===== src/rtl/decoder.sv =====
// RV32I single-stage decoder: combinational decode of inst, captured in an output register (latency 1).
// Optional feature: define DECODER_RV32M_EN to decode the RV32M multiply/divide group.
package decoder_pkg;

    typedef logic [31:0] INST;

    typedef enum logic [1:0] {
        OPA_RS1  = 2'd0,
        OPA_PC   = 2'd1,
        OPA_ZERO = 2'd2
    } opa_sel_e;

    typedef enum logic [1:0] {
        OPB_RS2  = 2'd0,
        OPB_IMM  = 2'd1,
        OPB_FOUR = 2'd2
    } opb_sel_e;

    typedef enum logic [4:0] {
        ALU_ADD    = 5'd0,
        ALU_SUB    = 5'd1,
        ALU_SLT    = 5'd2,
        ALU_SLTU   = 5'd3,
        ALU_AND    = 5'd4,
        ALU_OR     = 5'd5,
        ALU_XOR    = 5'd6,
        ALU_SLL    = 5'd7,
        ALU_SRL    = 5'd8,
        ALU_SRA    = 5'd9,
        ALU_MUL    = 5'd10,
        ALU_MULH   = 5'd11,
        ALU_MULHSU = 5'd12,
        ALU_MULHU  = 5'd13,
        ALU_DIV    = 5'd14,
        ALU_DIVU   = 5'd15,
        ALU_REM    = 5'd16,
        ALU_REMU   = 5'd17
    } alu_func_e;

    typedef struct packed {
        logic        valid;
        logic [31:0] pc;
        INST         inst;
        logic [4:0]  rs1_idx;
        logic [4:0]  rs2_idx;
        logic [4:0]  dest_reg_idx;
        logic [31:0] imm;
        opa_sel_e    opa_select;
        opb_sel_e    opb_select;
        alu_func_e   alu_func;
        logic        rd_mem;
        logic        wr_mem;
        logic        cond_branch;
        logic        uncond_branch;
        logic        csr_op;
        logic        halt;
        logic        illegal;
    } DECODED_PACK;

endpackage

module decoder
    import decoder_pkg::*;
#(
    parameter int unsigned XLEN = 32
) (
    input  logic            clk,
    input  logic            rst_n,
    input  logic            in_valid,
    input  INST             inst,
    input  logic            flush,
    input  logic [XLEN-1:0] in_pc,
    output logic            csr_op,
    output logic            halt,
    output logic            illegal,
    output DECODED_PACK     decoded_pack
);

    localparam logic [6:0] OP_LUI    = 7'b0110111;
    localparam logic [6:0] OP_AUIPC  = 7'b0010111;
    localparam logic [6:0] OP_JAL    = 7'b1101111;
    localparam logic [6:0] OP_JALR   = 7'b1100111;
    localparam logic [6:0] OP_BRANCH = 7'b1100011;
    localparam logic [6:0] OP_LOAD   = 7'b0000011;
    localparam logic [6:0] OP_STORE  = 7'b0100011;
    localparam logic [6:0] OP_OPIMM  = 7'b0010011;
    localparam logic [6:0] OP_OP     = 7'b0110011;
    localparam logic [6:0] OP_FENCE  = 7'b0001111;
    localparam logic [6:0] OP_SYSTEM = 7'b1110011;
    localparam INST        WFI_INST  = 32'h10500073;

    DECODED_PACK pack_d, pack_q;

    logic [6:0]  opcode;
    logic [2:0]  funct3;
    logic [6:0]  funct7;
    logic [31:0] imm_i, imm_s, imm_b, imm_u, imm_j;
    logic        ill;

    assign opcode = inst[6:0];
    assign funct3 = inst[14:12];
    assign funct7 = inst[31:25];

    assign imm_i = {{20{inst[31]}}, inst[31:20]};
    assign imm_s = {{20{inst[31]}}, inst[31:25], inst[11:7]};
    assign imm_b = {{19{inst[31]}}, inst[31], inst[7], inst[30:25], inst[11:8], 1'b0};
    assign imm_u = {inst[31:12], 12'h000};
    assign imm_j = {{11{inst[31]}}, inst[31], inst[19:12], inst[20], inst[30:21], 1'b0};

    always_comb begin
        pack_d              = '0;
        pack_d.pc           = in_pc[31:0];
        pack_d.inst         = inst;
        pack_d.rs1_idx      = inst[19:15];
        pack_d.rs2_idx      = inst[24:20];
        pack_d.dest_reg_idx = inst[11:7];
        pack_d.opa_select   = OPA_RS1;
        pack_d.opb_select   = OPB_RS2;
        pack_d.alu_func     = ALU_ADD;
        ill                 = 1'b0;

        case (opcode)
            OP_LUI: begin
                pack_d.imm        = imm_u;
                pack_d.opa_select = OPA_ZERO;
                pack_d.opb_select = OPB_IMM;
            end
            OP_AUIPC: begin
                pack_d.imm        = imm_u;
                pack_d.opa_select = OPA_PC;
                pack_d.opb_select = OPB_IMM;
            end
            OP_JAL: begin
                pack_d.imm           = imm_j;
                pack_d.opa_select    = OPA_PC;
                pack_d.opb_select    = OPB_FOUR;
                pack_d.uncond_branch = 1'b1;
            end
            OP_JALR: begin
                pack_d.imm           = imm_i;
                pack_d.opa_select    = OPA_PC;
                pack_d.opb_select    = OPB_FOUR;
                pack_d.uncond_branch = 1'b1;
                ill                  = (funct3 != 3'b000);
            end
            OP_BRANCH: begin
                pack_d.imm          = imm_b;
                pack_d.cond_branch  = 1'b1;
                pack_d.dest_reg_idx = '0;
                case (funct3)
                    3'b000, 3'b001: pack_d.alu_func = ALU_SUB;
                    3'b100, 3'b101: pack_d.alu_func = ALU_SLT;
                    3'b110, 3'b111: pack_d.alu_func = ALU_SLTU;
                    default:        ill = 1'b1;
                endcase
            end
            OP_LOAD: begin
                pack_d.imm        = imm_i;
                pack_d.opb_select = OPB_IMM;
                pack_d.rd_mem     = 1'b1;
                ill = !(funct3 inside {3'b000, 3'b001, 3'b010, 3'b100, 3'b101});
            end
            OP_STORE: begin
                pack_d.imm          = imm_s;
                pack_d.opb_select   = OPB_IMM;
                pack_d.wr_mem       = 1'b1;
                pack_d.dest_reg_idx = '0;
                ill = !(funct3 inside {3'b000, 3'b001, 3'b010});
            end
            OP_OPIMM: begin
                pack_d.imm        = imm_i;
                pack_d.opb_select = OPB_IMM;
                case (funct3)
                    3'b000: pack_d.alu_func = ALU_ADD;
                    3'b010: pack_d.alu_func = ALU_SLT;
                    3'b011: pack_d.alu_func = ALU_SLTU;
                    3'b100: pack_d.alu_func = ALU_XOR;
                    3'b110: pack_d.alu_func = ALU_OR;
                    3'b111: pack_d.alu_func = ALU_AND;
                    3'b001: begin
                        pack_d.alu_func = ALU_SLL;
                        ill             = (funct7 != 7'b0000000);
                    end
                    default: begin
                        if (funct7 == 7'b0100000) begin
                            pack_d.alu_func = ALU_SRA;
                        end else begin
                            pack_d.alu_func = ALU_SRL;
                            ill             = (funct7 != 7'b0000000);
                        end
                    end
                endcase
            end
            OP_OP: begin
                case (funct7)
                    7'b0000000: begin
                        case (funct3)
                            3'b000:  pack_d.alu_func = ALU_ADD;
                            3'b001:  pack_d.alu_func = ALU_SLL;
                            3'b010:  pack_d.alu_func = ALU_SLT;
                            3'b011:  pack_d.alu_func = ALU_SLTU;
                            3'b100:  pack_d.alu_func = ALU_XOR;
                            3'b101:  pack_d.alu_func = ALU_SRL;
                            3'b110:  pack_d.alu_func = ALU_OR;
                            default: pack_d.alu_func = ALU_AND;
                        endcase
                    end
                    7'b0100000: begin
                        case (funct3)
                            3'b000:  pack_d.alu_func = ALU_SUB;
                            3'b101:  pack_d.alu_func = ALU_SRA;
                            default: ill = 1'b1;
                        endcase
                    end
`ifdef DECODER_RV32M_EN
                    7'b0000001: begin
                        case (funct3)
                            3'b000:  pack_d.alu_func = ALU_MUL;
                            3'b001:  pack_d.alu_func = ALU_MULH;
                            3'b010:  pack_d.alu_func = ALU_MULHSU;
                            3'b011:  pack_d.alu_func = ALU_MULHU;
                            3'b100:  pack_d.alu_func = ALU_DIV;
                            3'b101:  pack_d.alu_func = ALU_DIVU;
                            3'b110:  pack_d.alu_func = ALU_REM;
                            default: pack_d.alu_func = ALU_REMU;
                        endcase
                    end
`endif
                    default: ill = 1'b1;
                endcase
            end
            OP_FENCE: begin
                pack_d.dest_reg_idx = '0;
                ill                 = (funct3 != 3'b000);
            end
            OP_SYSTEM: begin
                // ECALL/EBREAK and funct3=100 fall through to illegal
                if (inst == WFI_INST) begin
                    pack_d.halt         = 1'b1;
                    pack_d.dest_reg_idx = '0;
                end else if (funct3[1:0] != 2'b00) begin
                    pack_d.csr_op = 1'b1;
                    if (funct3[2]) begin
                        pack_d.imm        = {27'd0, inst[19:15]};
                        pack_d.opa_select = OPA_ZERO;
                        pack_d.opb_select = OPB_IMM;
                    end else begin
                        pack_d.imm = imm_i;
                    end
                end else begin
                    ill = 1'b1;
                end
            end
            default: ill = 1'b1;
        endcase

        if (ill) begin
            pack_d.rd_mem        = 1'b0;
            pack_d.wr_mem        = 1'b0;
            pack_d.cond_branch   = 1'b0;
            pack_d.uncond_branch = 1'b0;
            pack_d.csr_op        = 1'b0;
            pack_d.halt          = 1'b0;
            pack_d.dest_reg_idx  = '0;
        end
        pack_d.illegal = ill;

        // flush wins over in_valid; an empty slot carries no control side effects
        pack_d.valid = in_valid & ~flush;
        if (!pack_d.valid) begin
            pack_d.rd_mem        = 1'b0;
            pack_d.wr_mem        = 1'b0;
            pack_d.cond_branch   = 1'b0;
            pack_d.uncond_branch = 1'b0;
            pack_d.csr_op        = 1'b0;
            pack_d.halt          = 1'b0;
            pack_d.illegal       = 1'b0;
            pack_d.dest_reg_idx  = '0;
        end
    end

    always_ff @(posedge clk or negedge rst_n) begin
        if (!rst_n) begin
            pack_q <= '0;
        end else begin
            pack_q <= pack_d;
        end
    end

    assign decoded_pack = pack_q;
    assign csr_op       = pack_q.csr_op;
    assign halt         = pack_q.halt;
    assign illegal      = pack_q.illegal;

endmodule


===== config.mk =====
export PLATFORM = sky130hd
export DESIGN_NAME = decoder
export DESIGN_NICKNAME = d
export VERILOG_FILES = /design/src/rtl/decoder.sv
export SDC_FILE = /design/constraint.sdc
export NUM_CORES = 1
export LEC_CHECK = 0
export ABC_AREA = 1
export BUFFER_PORTS_ARGS = -buffer_cell sky130_fd_sc_hd__buf_2
export CAP_MARGIN = 20
export CORE_MARGIN = 2
export CORE_UTILIZATION = 40
export CTS_BUF_LIST = sky130_fd_sc_hd__clkbuf_4 sky130_fd_sc_hd__clkbuf_8
export DETAILED_ROUTE_END_ITERATION = 7
export PLACE_DENSITY = 0.7
export SLEW_MARGIN = 20
export SYNTH_ARGS = -nofsm -noshare
export SYNTH_HDL_FRONTEND = slang
export SYNTH_SLANG_ARGS = --single-unit

===== constraint.sdc =====
create_clock -name clk -period 1.08 [get_ports clk]
set_input_delay 0 -clock clk [delete_from_list [all_inputs] [get_ports clk]]
set_output_delay 0 -clock clk [all_outputs]
set_load 0.02 [all_outputs]

== Yosys cells after proc, flatten, opt, wreduce, memory -nomap -nowiden ==
Index checks and enable logic that the tools add are counted.

* Register bits after elaboration: 128
* Output and inout bits: 131
* Input port bits: 68
* Word-level logic and storage cells: 98

* Bitwise operators: 2
* Reductions and logical operators: 23
* Eq/ne operators: 20
* Muxes and demuxes: 36

{| class="wikitable"
|+ Operators by type and width
! kind !! number
|-
| $pmux W32 S6 || 1
|-
| $mux W36 || 2
|-
| $pmux W5 S7 || 1
|-
| $eq A32 B29 Y1 const B || 1
|-
| $mux W32 || 1
|-
| $eq A7 B6 Y1 const B || 4
|-
| $eq A7 B7 Y1 const B || 4
|-
| $pmux W4 S7 || 1
|-
| $pmux W2 S3 || 3
|-
| $pmux W4 S2 || 2
|-
| $mux W5 || 3
|-
| $pmux W5 S3 || 1
|-
| $eq A7 B5 Y1 const B || 2
|-
| $reduce_or A2 Y1 || 7
|-
| $mux W1 || 13
|-
| $eq A3 B3 Y1 const B || 4
|-
| $reduce_or A3 Y1 || 4
|-
| $reduce_or A6 Y1 || 2
|-
| $pmux W5 S2 || 1
|-
| $pmux W1 S8 || 1
|-
| $eq A7 B2 Y1 const B || 1
|-
| $eq A7 B4 Y1 const B || 1
|-
| $logic_not A7 Y1 || 1
|-
| $mux W7 || 1
|-
| 15 further kinds || 19
|}

== Logic depth before layout (Yosys ltp) ==
* Depth in word-level cells: 7
* Gate-level depth with buffers: 12
* Gate-level depth less buffers: 11

== Worst setup path after synthesis ==
OpenSTA, ideal clock, no wires.

* Path kind: input to register
* Start: input port inst[14]
* End: register pack_q, in the netlist halt
* Arrival time: 1.067 ns
* Path slack: -0.057 ns
* Data required time: 1.010 ns
* Stages: 11
* Path through: buf_4 > inv_2 > ha_1 > o21bai_1 > inv_1 > nand2_1 > nand3_1 > nor2_2 > nand3_2 > buf_6 > nor2_2

{| class="wikitable"
|+ RTL lines
! what !! RTL line !! source
|-
| start: declaration || 70 || <nowiki>input INST inst,</nowiki>
|-
| end signal: assignment || 286 || <nowiki>pack_q <= pack_d;</nowiki>
|-
| end: declaration || 92 || <nowiki>DECODED_PACK pack_d, pack_q;</nowiki>
|}

==> results.yml <==
floorplan:
  rows: 37
  die_x_um: 107
  dieHeight_um: 107
  die_area_um2: 11500
  start_util_pct: 41.3
  io_pins: 199
  design.core.area_um2: 10300
detailed_routing:
  viasPerCell: 4.64
  drtIter0Drc: 232
  vias: 4078
  drtPass1Iterations: 4
  drc: 0
  wl_per_cell_um: 16.4
  wirelength_um: 14400
  ant_nets: 0
timing:
  setup_viol_count_final: 0
  rsz0062_at_grt: "false"
  finalHoldViolCount: 0
  drv_slew: 0
  finalCritPeriodShare_pct: 93.7
  totalNegativeSetupSlack_ns: 0
  fmax_mhz: 988
  fin_crit_ns: 1.01
critical_path:
  arrival_ns: 1.32
  path_cells: "buf_2 -> nand2_1 -> inv_2 -> nand2_1 -> nor2_4 -> nor2_1 -> buf_4 -> nand3_1 -> buf_4 -> nand2_1 -> o211ai_1"
  worstSetupEndpointType: "flop"
  critical_path_class: "input port to flop"
  critPathMaxFanout: 6
  crit_buf_inv: 4
  slowest_stage: "nor2_1"
  cp_top_family: "simple AND/OR/NAND/NOR gates"
  crit_top_cell: "nand2_1"
  critPathLaunchType: "input port"
  cp.required_ns: 1.38
  cpPeakStageDelay_ns: 0.17
logic_synthesis:
  synth-seq-area-share_pct: 68.7
  synth_cell_types: 27
  yosysWarningCount: 0
  synth_top_area_share_pct: 68.7
  syn-cell-area_um2: 4260
  synthTopCellsByArea: "dfrtp_1 (69%), nand2_1 (5.2%), nor2_1 (4.4%)"
  synth_seq_cells: 117
  syn_avg_cell_area_um2: 11.2
  synthCells: 382
  synth_top_cell_by_area: "dfrtp_1"
  syn_nets: 455
placement:
  io_buffers: 197
  gp_congestion: 0.843
  place_inst: 770
  hpwlAfterDp_um: 9260
  placed_area_um2: 5890
global_route:
  grt_pass1_wl_um: 21800
  antenna_found_initial: 0
  track_usage_pct: 25.7
  grt_pass1_vias: 4309
  overflow: 0
  grt_max_degree: 37
power_and_ir_drop:
  peakVddDrop_v: 0.000749
  p_sw_share_pct: 26.2
  internal_power_mw: 7.66
  clkPwrFrac_pct: 42.8
  p_leak_nw: 3.85
  powerDensity_nw_per_um2: 1460
  seq_power_share_pct: 44.2
  power_frac_comb_pct: 13.0
  switchingPower_mw: 2.71
hold_path:
  worstHoldPathType: "input port to flop"
run:
  max-cap-violations: 0
clock_network:
  postCtsSetupRepairBufs: 0
  cts_root_buffer: "clkbuf_8"
  clk_path_buf_depth: 2
  htreeDepth: 4
  clock-sinks: 117
  cts_tree: "done"
  numCtsBuffers: 17
  clk_pin_slew_ns: 0.08
cells_and_area:
  antenna_cells: 0
  layout_commonest_cell: "buf_2"
  final_cell_mix: "buf_2 (196), dfrtp_1 (117), dlygate4sd3_1 (77)"
  drive_gt1_share_pct: 45.0
  finalNetCount: 803
  synthToLayoutAreaGrowth_pct: 66.6
  final_cell_area_um2: 7100
  layout.cells.non_filler: 878
status:
  status: "completed"
==> routing by layer <==
metal | track usage [%] | share of wire [%] | up-vias
met1 | 26.3 | 36 | 1947
met3 | 6.26 | 6.6 | 31
met4 | 12.8 | 2.5 | 0
met5 | 0 | 0 | -
li1 | - | - | 1907
met2 | 48.1 | 55 | 193
==> synth_stat cells, drive strengths merged <==
cell type,instances
ha,5
o221ai,1
a21oi,3
buf,18
o21ai,15
o21bai,3
o22ai,2
dfrtp,117
o211ai,18
inv,40
conb,1
nand2,61
nand3,25
a21boi,1
nand4,1
nor3,2
clkbuf,2
nor2,67
==> cell type report <==
| cell class | count | area, um2 |
|---|---|---|
| well taps | 136 | 170 |
| inverters | 40 | 155 |
| repair buffers | 349 | 2360 |
| clock buffers | 17 | 234 |
| flip-flops and latches | 117 | 2930 |
| fillers | 729 | 3220 |
| multi-input cells | 205 | 1050 |
| clock inverters | 14 | 201 |
==> repair_timing <==
item / 4_1_cts / 5_1_grt
endpoints found under the setup margin: 0 / 9
gates resized for setup: 0 / 2
hold buffers: 77 / 0
endpoints found under the hold margin: 218 / 0
==> tightest hold or removal path, stage by stage <==
cell and delay [ns]:
buf_2 0.14, inv_2 0.12, buf_4 0.12, a21oi_1 0.03
==> power groups by stage <==
stage / logic (mW) / registers (mW) / clock network [mW]
after floorplan: 0.254 / 4.88 / 0
after global placement: 1.08 / 4.66 / 0
after detailed placement: 1.10 / 4.66 / 0
after CTS: 1.31 / 4.58 / 4.43
after global routing: 1.45 / 4.60 / 4.68
final: 1.35 / 4.59 / 4.44
==> path summary, 6_finish.rpt <==
| check | from | to | slack [ns] | cells after the start |
|---|---|---|---|---|
| setup / recovery | inst[0] | decoded_pack[20]$_DFF_PN0_ | 0.07 | 11 |
| hold / removal | inst[5] | decoded_pack[15]$_DFF_PN0_ | 0.02 | 4 |
| min in group asynchronous | rst_n | decoded_pack[32]$_DFF_PN0_ | 0.04 | 2 |
| max in group asynchronous | rst_n | decoded_pack[22]$_DFF_PN0_ | 0.47 | 3 |
==> per-stage QoR <==
step	util [%]	total power [mW]	setup WS (ns)	hold slack, ns
finish	68.8	10.4	0.0678	0.0237
global route	68.8	10.7	0.00938	0.0417
CTS	68.7	10.3	0.0712	0.00394
detailed placement	57.0	5.76	-0.351	-0.0396
global placement	57.0	5.74	-0.266	-0.0466
floorplan	-	5.13	0.00115	-0.296
==> cell families after synthesis <==
| kind of cell | Yosys count | synth area share [%] |
|---|---|---|
| fa+ha+maj | 5 | 1.47 |
| flops | 117 | 68.7 |
| other cells | 1 | 0.0880 |
| buf+inv | 60 | 6.84 |
| simple gates | 156 | 16.4 |
| compound gates | 43 | 6.49 |
==> registers in the layout, indices dropped and copies added, names as in the netlist <==
register      count
csr_op            1
illegal           1
halt              1
decoded_pack    114
No activity file was read; power rests on OpenSTA's default activity.
